===== src/rtl/d8_writeback_pkg.sv =====
// Shared constants and types for the d8 writeback stage: register-file geometry,
// status flag bit positions and the stage-register layout.
package d8_writeback_pkg;

  localparam int NREG   = 8;
  localparam int AW     = 3;
  localparam int DW     = 8;
  localparam int FW     = 4;
  localparam int FLAG_N = 3;
  localparam int FLAG_O = 2;
  localparam int FLAG_Z = 1;
  localparam int FLAG_C = 0;

  typedef struct packed {
    logic          valid;
    logic [AW-1:0] addr;
    logic [DW-1:0] data;
    logic [FW-1:0] flags;
    logic          we;
    logic          fwe;
  } stage_t;

  // A pending register write shadows the array for reads of the same address.
  function automatic logic bypass_hit(input stage_t p, input logic [AW-1:0] raddr);
    return p.valid && p.we && (p.addr == raddr);
  endfunction

endpackage


===== src/rtl/d8_writeback_regfile.sv =====
// NREG x 8 general register array: two asynchronous read ports, one synchronous
// write port, synchronous clear on reset.
module d8_regfile
  import d8_writeback_pkg::*;
#(
  parameter int NREG = d8_writeback_pkg::NREG
) (
  input  logic          clk,
  input  logic          rst,
  input  logic          we,
  input  logic [AW-1:0] waddr,
  input  logic [DW-1:0] wdata,
  input  logic [AW-1:0] raddr0,
  input  logic [AW-1:0] raddr1,
  output logic [DW-1:0] rdata0,
  output logic [DW-1:0] rdata1
);

  logic [DW-1:0] mem_r [NREG];

  // Array storage: reset clears every entry, otherwise one write per cycle.
  always_ff @(posedge clk) begin
    if (rst) begin
      for (int i = 0; i < NREG; i++) begin
        mem_r[i] <= 8'h00;
      end
    end else if (we) begin
      mem_r[waddr] <= wdata;
    end else begin
      mem_r <= mem_r;
    end
  end

  // Asynchronous read ports.
  always_comb begin
    rdata0 = mem_r[raddr0];
    rdata1 = mem_r[raddr1];
  end

endmodule


===== src/rtl/d8_writeback.sv =====
// Writeback stage: one-entry stage register with valid/ready handshake, commit to
// the register array and status register, and read-port bypass of the pending write.
module d8_writeback
  import d8_writeback_pkg::*;
#(
  parameter int NREG = d8_writeback_pkg::NREG
) (
  input  logic          sys_clk,
  input  logic          sys_rst,
  input  logic [AW-1:0] ra_addr,
  input  logic [AW-1:0] rb_addr,
  output logic [DW-1:0] a,
  output logic [DW-1:0] b,
  input  logic          wb_valid,
  output logic          wb_ready,
  input  logic [AW-1:0] wb_addr,
  input  logic          wb_we,
  input  logic          wb_fwe,
  input  logic [DW-1:0] s,
  input  logic          n,
  input  logic          o,
  input  logic          z,
  input  logic          c,
  input  logic          hold,
  output logic [FW-1:0] flags
);

  stage_t        stage_r;
  stage_t        stage_nxt_s;
  logic [FW-1:0] status_r;
  logic          accept_s;
  logic          commit_s;
  logic [DW-1:0] arr_a_s;
  logic [DW-1:0] arr_b_s;

  // Handshake: the stage frees up whenever its content is leaving this cycle.
  always_comb begin
    wb_ready = !stage_r.valid || !hold;
    accept_s = wb_valid && wb_ready;
    commit_s = stage_r.valid && !hold;
  end

  // Next stage contents: a new request overrides, a lone commit empties the stage.
  always_comb begin
    stage_nxt_s = stage_r;
    if (accept_s) begin
      stage_nxt_s.valid          = 1'b1;
      stage_nxt_s.addr           = wb_addr;
      stage_nxt_s.data           = s;
      stage_nxt_s.flags[FLAG_N]  = n;
      stage_nxt_s.flags[FLAG_O]  = o;
      stage_nxt_s.flags[FLAG_Z]  = z;
      stage_nxt_s.flags[FLAG_C]  = c;
      stage_nxt_s.we             = wb_we;
      stage_nxt_s.fwe            = wb_fwe;
    end else if (commit_s) begin
      stage_nxt_s.valid = 1'b0;
    end else begin
      stage_nxt_s = stage_r;
    end
  end

  // Stage register; reset discards any pending entry.
  always_ff @(posedge sys_clk) begin
    if (sys_rst) begin
      stage_r <= '0;
    end else begin
      stage_r <= stage_nxt_s;
    end
  end

  // Committed status register.
  always_ff @(posedge sys_clk) begin
    if (sys_rst) begin
      status_r <= 4'b0000;
    end else if (commit_s && stage_r.fwe) begin
      status_r <= stage_r.flags;
    end else begin
      status_r <= status_r;
    end
  end

  d8_regfile #(.NREG(NREG)) u_regfile (
    .clk    (sys_clk),
    .rst    (sys_rst),
    .we     (commit_s && stage_r.we),
    .waddr  (stage_r.addr),
    .wdata  (stage_r.data),
    .raddr0 (ra_addr),
    .raddr1 (rb_addr),
    .rdata0 (arr_a_s),
    .rdata1 (arr_b_s)
  );

  // Operand ports with bypass; flags expose committed state only.
  always_comb begin
    a     = bypass_hit(stage_r, ra_addr) ? stage_r.data : arr_a_s;
    b     = bypass_hit(stage_r, rb_addr) ? stage_r.data : arr_b_s;
    flags = status_r;
  end

endmodule


===== config.mk =====
export PLATFORM = sky130hd
export DESIGN_NAME = d8_writeback
export DESIGN_NICKNAME = d
export VERILOG_FILES = /design/src/rtl/d8_writeback_pkg.sv /design/src/rtl/d8_writeback_regfile.sv /design/src/rtl/d8_writeback.sv
export SDC_FILE = /design/constraint.sdc
export NUM_CORES = 1
export LEC_CHECK = 0
export ABC_AREA = 1
export CORE_ASPECT_RATIO = 1.4
export CORE_MARGIN = 3
export CORE_UTILIZATION = 45
export CTS_CLUSTER_SIZE = 24
export DETAILED_ROUTE_END_ITERATION = 16
export PLACE_DENSITY_LB_ADDON = 0.05
export REMOVE_ABC_BUFFERS = 1
export SKIP_CTS_REPAIR_TIMING = 1
export SLEW_MARGIN = 20
export SYNTH_ARGS = -nofsm -noshare
export SYNTH_HDL_FRONTEND = slang
export SYNTH_SLANG_ARGS = --single-unit

===== constraint.sdc =====
create_clock -name sys_clk -period 3.4 [get_ports sys_clk]
set_input_delay 0.85 -clock sys_clk [delete_from_list [all_inputs] [get_ports sys_clk]]
set_output_delay 0.85 -clock sys_clk [all_outputs]
set_load 0.01 [all_outputs]

After elaboration in Yosys (flattened, before gate mapping). Cells that the tools add are included.

Flip-flop bits (word level): 86. Bits in latches: 0. Memory bits (writable): 0. ROM bits: 0. Input bits: 27. Output and inout port bits: 21. Word-level logic and storage cells: 49. Memories: 0.

Add/sub/neg operators: 0. Multipliers: 0. Div/mod/pow operators: 0. Order comparisons: 4. Eq/ne operators: 2. Shifts and indexed selects: 0. Muxes and demuxes: 13. Bitwise gates (word level): 3. Reductions and logical operators: 12.

Operators by type and width (number): 64-bit bitwise mux (1); 8-bit 2-to-1 mux (7); 8-bit binary-select mux with 3-bit select (2); 8-bit demux with 3-bit select (1); 18-bit 2-to-1 mux (1); 4-bit greater-or-equal comparator (second input constant) (3); 3-bit NOT with 4-bit output (3); 1-bit logical AND (8); 3-bit equality test (2); 4-bit by 1-bit < comparator with 1-bit output (second input constant) (1); 1-bit logical NOT (2); 2-bit nonzero test (1); 1-bit logical OR (1); 1-bit 2-to-1 mux (1).

Depth between registers and ports, before layout. Gate-level depths: netlist (run 1).

Depth in word-level cells: 6. Mapped depth: 9. Mapped depth without buffers: 8.

Modules after synthesis. Synthesis (run 1) repeated with hierarchy kept, for this count alone.

Cells, all modules: 826. Area, all modules: 4981.0 µm².

Modules (own cells, without submodules): d8_regfile (instances 1, cells an instance 654, area an instance 3826.2 µm², seq. area each 1281.2 µm²); d8_writeback (instances 1, cells an instance 172, area an instance 1154.9 µm², seq. area each 440.4 µm²).

Worst setup path before layout (run 1). Ideal clock, no wire load.

Path kind: input -> output. Start: input port ra_addr[2]. End: output port a[5]. Arrival: 1.666 ns. Required time: 2.550 ns. Slack: 0.884 ns. Stages on the path: 9. Buffers on the path: 1. Path through: buf_2 inv_2 nand2_1 nand2_1 nor2_2 nand2_2 clkinv_2 nand2_1 nand2_1.

Cells in the longest elaborated chain, start to end: 5. Elaborated cells between the ends (all ways): 7. Classes of those cells: 1 x eq/ne; 4 x mux; 1 x bitwise; 1 x reduce/logical.

RTL lines: start, declared (line d8_writeback.sv:10) `input logic [AW-1:0] ra_addr,`; 3-bit NOT with 4-bit output (implied by the code) (line d8_writeback_regfile.sv:36) `rdata0 = mem_r[raddr0];`; 8-bit binary-select mux with 3-bit select (line d8_writeback_regfile.sv:36); 8-bit 2-to-1 mux (implied by the code) (2 in a row) (line d8_writeback_regfile.sv:36); 8-bit 2-to-1 mux * (line d8_writeback.sv:97) `a = bypass_hit(stage_r, ra_addr) ? stage_r.data : arr_a_s;`; end, declared (line d8_writeback.sv:12) `output logic [DW-1:0] a,`.

Every way passes the cells marked *; elsewhere a longest branch is shown, timed or not. The select of a mux whose other input is x is not followed.

Worst setup path in the final report (run 1).
Start: input port ra_addr[0]. End: output port a[7].

The elaborated chain is that of the path after synthesis.

==> flow_metrics.env, run 1 <==
export IMPL_outcome="finished with violations"
export IMPL_violations="negative setup slack"
export IMPL_met2_usage_pct=43.6
export IMPL_start_util_pct=46.7
export IMPL_grt_max_degree=53
export IMPL_clkTransAtPathRegs_ps=70
export IMPL_gr_max_usage_layer="met2"
export IMPL_numCtsBuffers=9
export IMPL_p_per_area_nw_per_um2=436
export IMPL_slew_headroom_pct=45.3
export IMPL_cp_required_ps=2550
export IMPL_period_needed_ps=3500
export IMPL_insertion_delay_ps=340
export IMPL_power_switching_share_pct=28.7
export IMPL_syn_area_um2=4680
export IMPL_holdPathEnd="u_regfile.mem_r[18]"
export IMPL_ys_async_sr_fraction_pct=0
export IMPL_fin_nets=832
export IMPL_arrival_ps=2650
export IMPL_overflow=0
export IMPL_hold_viol=0
export IMPL_p_comb_share_pct=14.9
export IMPL_die_area_um2=11700
export IMPL_synth_edff_count=0
export IMPL_reg2reg_to="u_regfile.mem_r[6]"
export IMPL_fmax_ghz=0.286
export IMPL_dp_cells=923
export IMPL_place_ws_ps=-152
export IMPL_yosys_warnings=0
export IMPL_synth_ff_type="dfxtp_1"
export IMPL_yosysUniqueCellTypes=19
export IMPL_cts_buffer_depth=2
export IMPL_grtUsageTotal_pct=26.0
export IMPL_final_core_util_pct=57.4
export IMPL_hpwl_um=10700
export IMPL_gr_usage_met3_pct=3.56
export IMPL_irDropWorstVdd_v=0.000300
export IMPL_finalWorstSetupSlack_ps=-96.7
export IMPL_rsz0062_at_grt="yes"
export IMPL_antenna_cells=0
export IMPL_gr_usage_met1_pct=32.3
export IMPL_grt_pass1_wl_um=23500
export IMPL_hold_ws_ps=481
export IMPL_wl_per_cell_um=15.8
export IMPL_reg2reg_depth=5
export IMPL_antenna_found_initial=0
export IMPL_tightestPinTransition_ps=815
export IMPL_drv_cap=0
export IMPL_leakagePower_nw=2.78
export IMPL_hp_class="flop to flop"
export IMPL_first_global_vias=4524
export IMPL_drc_errors=0
export IMPL_io_buffers=47
export IMPL_crit_path_end_kind="output port"
export IMPL_die_width_um=92.2
export IMPL_skew_ps=8.96
export IMPL_power_mw=2.50
export IMPL_layout_area_overhead_vs_synth_pct=22.9
export IMPL_htreeDepth=3
export IMPL_yosysSeqAreaShare_pct=36.8
export IMPL_ant_nets=0
export IMPL_rows=43
export IMPL_crit_fanout=7
export IMPL_drt_iter0_drc=572
export IMPL_min_from="u_regfile.mem_r[18]"
export IMPL_setup_viol=1
export IMPL_intPower_mw=1.79
export IMPL_core_um2=10000
export IMPL_drv_slew=0
export IMPL_synth_area_per_cell_um2=6.18
export IMPL_viasPerCell=5.26
export IMPL_synth_seq_cells=86
export IMPL_power_switching_uw=719
export IMPL_p_seq_share_pct=42.6
export IMPL_vias=4973
export IMPL_r2r_slack_ps=1990
export IMPL_crit_type="primary input to output port"
export IMPL_min_period_over_period_pct=103
export IMPL_wirelength_um=14900
export IMPL_drtPass1Iterations=6
export IMPL_ios=48
export IMPL_whs_path_depth=2
export IMPL_layout_cells_non_filler=945
export IMPL_reg2reg_from="stage_r[14]"
export IMPL_fp_dieH_um=127
export IMPL_start_kind="primary input"
export IMPL_cts_root_buf="clkbuf_16"
export IMPL_syn_inst=757
export IMPL_clockPowerShare_pct=42.5
export IMPL_cts_tree="done"
export IMPL_clock_sinks=86
export IMPL_drive_gt1_share_pct=9.75
export IMPL_place_congestion=0.944
cell usage after synthesis (2+ instances only):
master	n	area, um2
nand3_1	112	561
nand2_2	8	50.1
inv_2	11	41.3
nand2_1	201	754
dfxtp_1	86	1720
buf_2	29	145
nor2_1	96	360
nor2_2	2	12.5
o21ai_1	4	20.0
a21oi_1	44	220
buf_6	6	67.6
o21ai_0	73	365
clkbuf_1	11	41.3
inv_1	69	259
metrics by stage:
stage / setup TNS, ps / cell area, um2
6_report: -96.7 / 5750
5_1_grt: -155 / 5750
4_1_cts: -2240 / 5660
3_5_place_dp: -2140 / 5340
3_3_place_gp: -1660 / 5340
2_1_floorplan: 0 / 4410
critical path, cell delays in order:
cell             delay, ps
clkdlybuf4s50_1        520
buf_6                  160
nand2_1                 60
nand2_1                 70
nor2_1                  50
nand2_2                130
buf_4                  130
nand3_1                 80
nand2_1                 70
clkdlybuf4s50_1        530
flip-flops by register name, summed over array words and instances (netlist names):
| signal | flops |
|---|---|
| flags | 4 |
| u_regfile.mem_r | 64 |
| stage_r | 18 |
how the worst max path moves through the flow:
stage | from | endpoint | slack, ps | depth (start not counted)
6_report | ra_addr[0] | a[7] | -100 | 10
5_1_grt | ra_addr[0] | a[7] | -150 | 10
4_1_cts | ra_addr[2] | a[6] | -160 | 10
3_5_place_dp | rb_addr[0] | b[4] | -150 | 10
3_3_place_gp | rb_addr[0] | b[4] | -140 | 10
2_1_floorplan | ra_addr[0] | a[5] | 620 | 8
power by group through the flow:
stage | logic (mW) | registers (mW) | clock network [mW]
6_report | 0.374 | 1.07 | 1.06
3_5_place_dp | 0.371 | 1.09 | 0
5_1_grt | 0.411 | 1.07 | 1.11
2_1_floorplan | 0.179 | 1.07 | 0
3_3_place_gp | 0.368 | 1.09 | 0
4_1_cts | 0.372 | 1.07 | 1.08
cell usage in the layout, fill, tap and decap left out, types with 11 or more instances in the layout:
master / n
nand3_1: 112
o21ai_0: 73
nor2_1: 96
nand2_1: 201
inv_1: 67
dfxtp_1: 86
inv_2: 11
clkdlybuf4s50_1: 36
dlymetal6s2s_1: 11
buf_4: 32
a21oi_1: 44
logic make-up (layout without fill, tap and decap cells):
logic type             Yosys count  count (layout)  share of synthesized area, %
DFF                             86              86                          36.8
and+or+nand+nor                421             421                          38.0
AOI/OAI and AO/OA              121             121                          12.9
buffers and inverters          129             182                          12.2
metal layers:
layer / share of wire, % / wire length (um)
met5: 0 / 0
met4: 4.6 / 684
met3: 7.0 / 1050
met2: 47 / 7030
met1: 41 / 6150
cell type report:
cell class                      count  area (um2)
Clock inverter                      7        97.6
Fill cell                        1030        4260
Multi-Input combinational cell    542        2380
Inverter                           81         309
Sequential cell                    86        1720
Timing Repair Buffer               85         841
Clock buffer                        9         225
Tap cell                          135         169
(Power assumes the default switching activity.)
==> inputs of run 2 (changes only) <==
--- a/config.mk
+++ b/config.mk
@@ -6,6 +6,7 @@
 export NUM_CORES = 1
 export LEC_CHECK = 0
 export ABC_AREA = 1
+export ABC_CLOCK_PERIOD_IN_PS = 3400
 export CORE_ASPECT_RATIO = 1.4
 export CORE_MARGIN = 3
 export CORE_UTILIZATION = 45
@@ -14,7 +15,6 @@
 export PLACE_DENSITY_LB_ADDON = 0.05
 export REMOVE_ABC_BUFFERS = 1
 export SKIP_CTS_REPAIR_TIMING = 1
-export SLEW_MARGIN = 20
 export SYNTH_ARGS = -nofsm -noshare
 export SYNTH_HDL_FRONTEND = slang
 export SYNTH_SLANG_ARGS = --single-unit
==> results of run 2 <==
The final DEF is identical to that of run 1; final timing and power are the same.
==> patch, RTL diff (config.mk and constraints of run 2) <==
Put a register stage on the output `flags`, without a reset. The value now appears one clock later. The other outputs are not delayed to match.
--- a/src/rtl/d8_writeback.sv
+++ b/src/rtl/d8_writeback.sv
@@ -24,6 +24,8 @@
   input  logic          hold,
   output logic [FW-1:0] flags
 );
+
+  logic [FW-1:0] flags_d;
 
   stage_t        stage_r;
   stage_t        stage_nxt_s;
@@ -96,7 +98,11 @@
   always_comb begin
     a     = bypass_hit(stage_r, ra_addr) ? stage_r.data : arr_a_s;
     b     = bypass_hit(stage_r, rb_addr) ? stage_r.data : arr_b_s;
-    flags = status_r;
+    flags_d = status_r;
+  end
+
+  always_ff @(posedge sys_clk) begin
+    flags <= flags_d;
   end
 
 endmodule
Check against the original RTL: not equivalent (Yosys sat finds a counterexample within 4 cycles, from zero or initial values and one cycle with sys_rst high).
==> patch against run 2 <==
- setup slack better by 0.32 ns
- final area grew 2.0%
- first-iteration DRC count shrank 17%
- hold slack lost 0.13 ns
- total power grew 1.8%
- final cell count rose by 0.11%
- core utilization decreased by 1.1 points
- critical path depth is 1 lower
- synthesized area rose by 2.9%
- wire length up 1.5%
- sequential cell count grew 4
- non-clock buffer count is 2 higher
- count of clock-buffer cells in the layout is the same
- register-to-register slack lost 0.26 ns
==> patch: results (changes against run 2) <==
[yosys]
syn_inst = 753  ; -0.53%
synth-compound-area-share_pct = 13.7  ; +0.75 points
synth_cell_types = 25  ; +6
yosys-top-cells-count = nand2_1, nand3_1, dfxtp_1
synth.area.top_cells = dfxtp_1, nand2_1, nand3_1, o21ai_0, nor2_1

[power]
power.net_switching_mw = 0.721  ; +0.33%
powerSeq_mw = 1.11  ; +4%
seqPwrFrac_pct = 43.7  ; +1.1 points
irDropWorstVdd_mv = 0.277  ; -7.6%
leakage_nw = 2.73  ; -1.7%

[critical_path]
cp_max_fo = 12  ; +5
r2r-start = stage_r[17]
cp.arrival_ns = 2.33  ; -0.32 ns
r2r_slack_ns = 1.73  ; -0.26 ns

[detailed_routing]
drt_pass1_iterations = 5  ; -1
met2WireLength_um = 7390  ; +5.2%
wl_met1_um = 6430  ; +4.6%
wl_per_cell_um = 16.0  ; +1.4%
met3_length_um = 775  ; -26%
vias_per_cell = 5.28  ; +0.32%

[outcome]
status = finished clean

[cells_and_area]
num-nonclk-buffers = 87  ; +2.4%
seq_share_pct = 30.7  ; +0.77 points
fin_nets = 830  ; -0.24%
clk_share_pct = 5.46  ; -0.15 points
finish.instance_area_mm2 = 0.00586  ; +2.0%
n_fill_cell = 1063  ; +3.2%
buffer_area_share_pct = 13.9  ; -0.70 points
inverters = 74  ; -8.6%
comb.multi_input.count = 541  ; -0.18%
layout.cells.non_filler = 946  ; +0.11%
drive_above_1_share_pct = 11.9  ; +2.1 points
multi_input_area_mm2 = 0.00247  ; +3.6%

[grt]
grt_antenna_before_repair = 0  ; unchanged
grtUsageMet3_pct = 3.68  ; +0.13 points
grt_pass1_vias = 4763  ; +5.3%
grt_max_degree = 32  ; -40%
track_usage_pct = 26.3  ; +0.33 points
use_met2_pct = 44.8  ; +1.2 points
use_met1_pct = 32.9  ; +0.59 points
grt_pass1_wl_um = 24700  ; +5.0%

[place]
placed_area_mm2 = 0.00551  ; +3.1%
dp.cells = 930  ; +0.76%
place.detailed.hpwl_um = 11200  ; +4.3%
pre_cts_ws_ns = -0.159  ; -0.00705 ns
globalplace.congestion = 0.956  ; +1.3%

[sta]
max_slew_margin_pct = 51.6  ; +6.3 points
skew_ns = 0.00851  ; -0.000454 ns
setup_viol = 0  ; -1

[worst_hold_path]
hold_start = flags_d[3]
holdPathStages = 0  ; -2
hold_end = flags[3]

[clock_network]
clkSinkCount = 90  ; +4.7%

-- patch: cell count changes after synthesis, sizes merged --
| cell | run 2 | this run |
|---|---|---|
| o21ai | 77 | 80 |
| nand3 | 112 | 115 |
| buf | 37 | 25 |
| a21oi | 44 | 45 |
| nor2 | 99 | 90 |
| dfxtp | 86 | 90 |
| inv | 80 | 73 |
| nand4 | 1 | 0 |
| nand2 | 209 | 203 |
| nor3 | 0 | 8 |
| clkbuf | 11 | 23 |
-- patch: cells by family (layout without fill, tap and decap cells) --
kind of cell           after synthesis  in the layout
AOI/OAI and AO/OA                  125            125
buffers and inverters              122            177
DFF                                 90             90
and+or+nand+nor                    416            416
-- patch: worst max-delay path by stage --
stage	from	end	slack [ns]	cells after the start
CTS	rb_addr[0]	b[0]	-0.17	10
finish	ra_addr[0]	a[1]	0.22	9
floorplan	ra_addr[0]	a[5]	0.62	8
detailed placement	rb_addr[0]	b[0]	-0.16	10
global placement	rb_addr[0]	b[1]	-0.15	10
global route	rb_addr[0]	b[4]	0.09	10
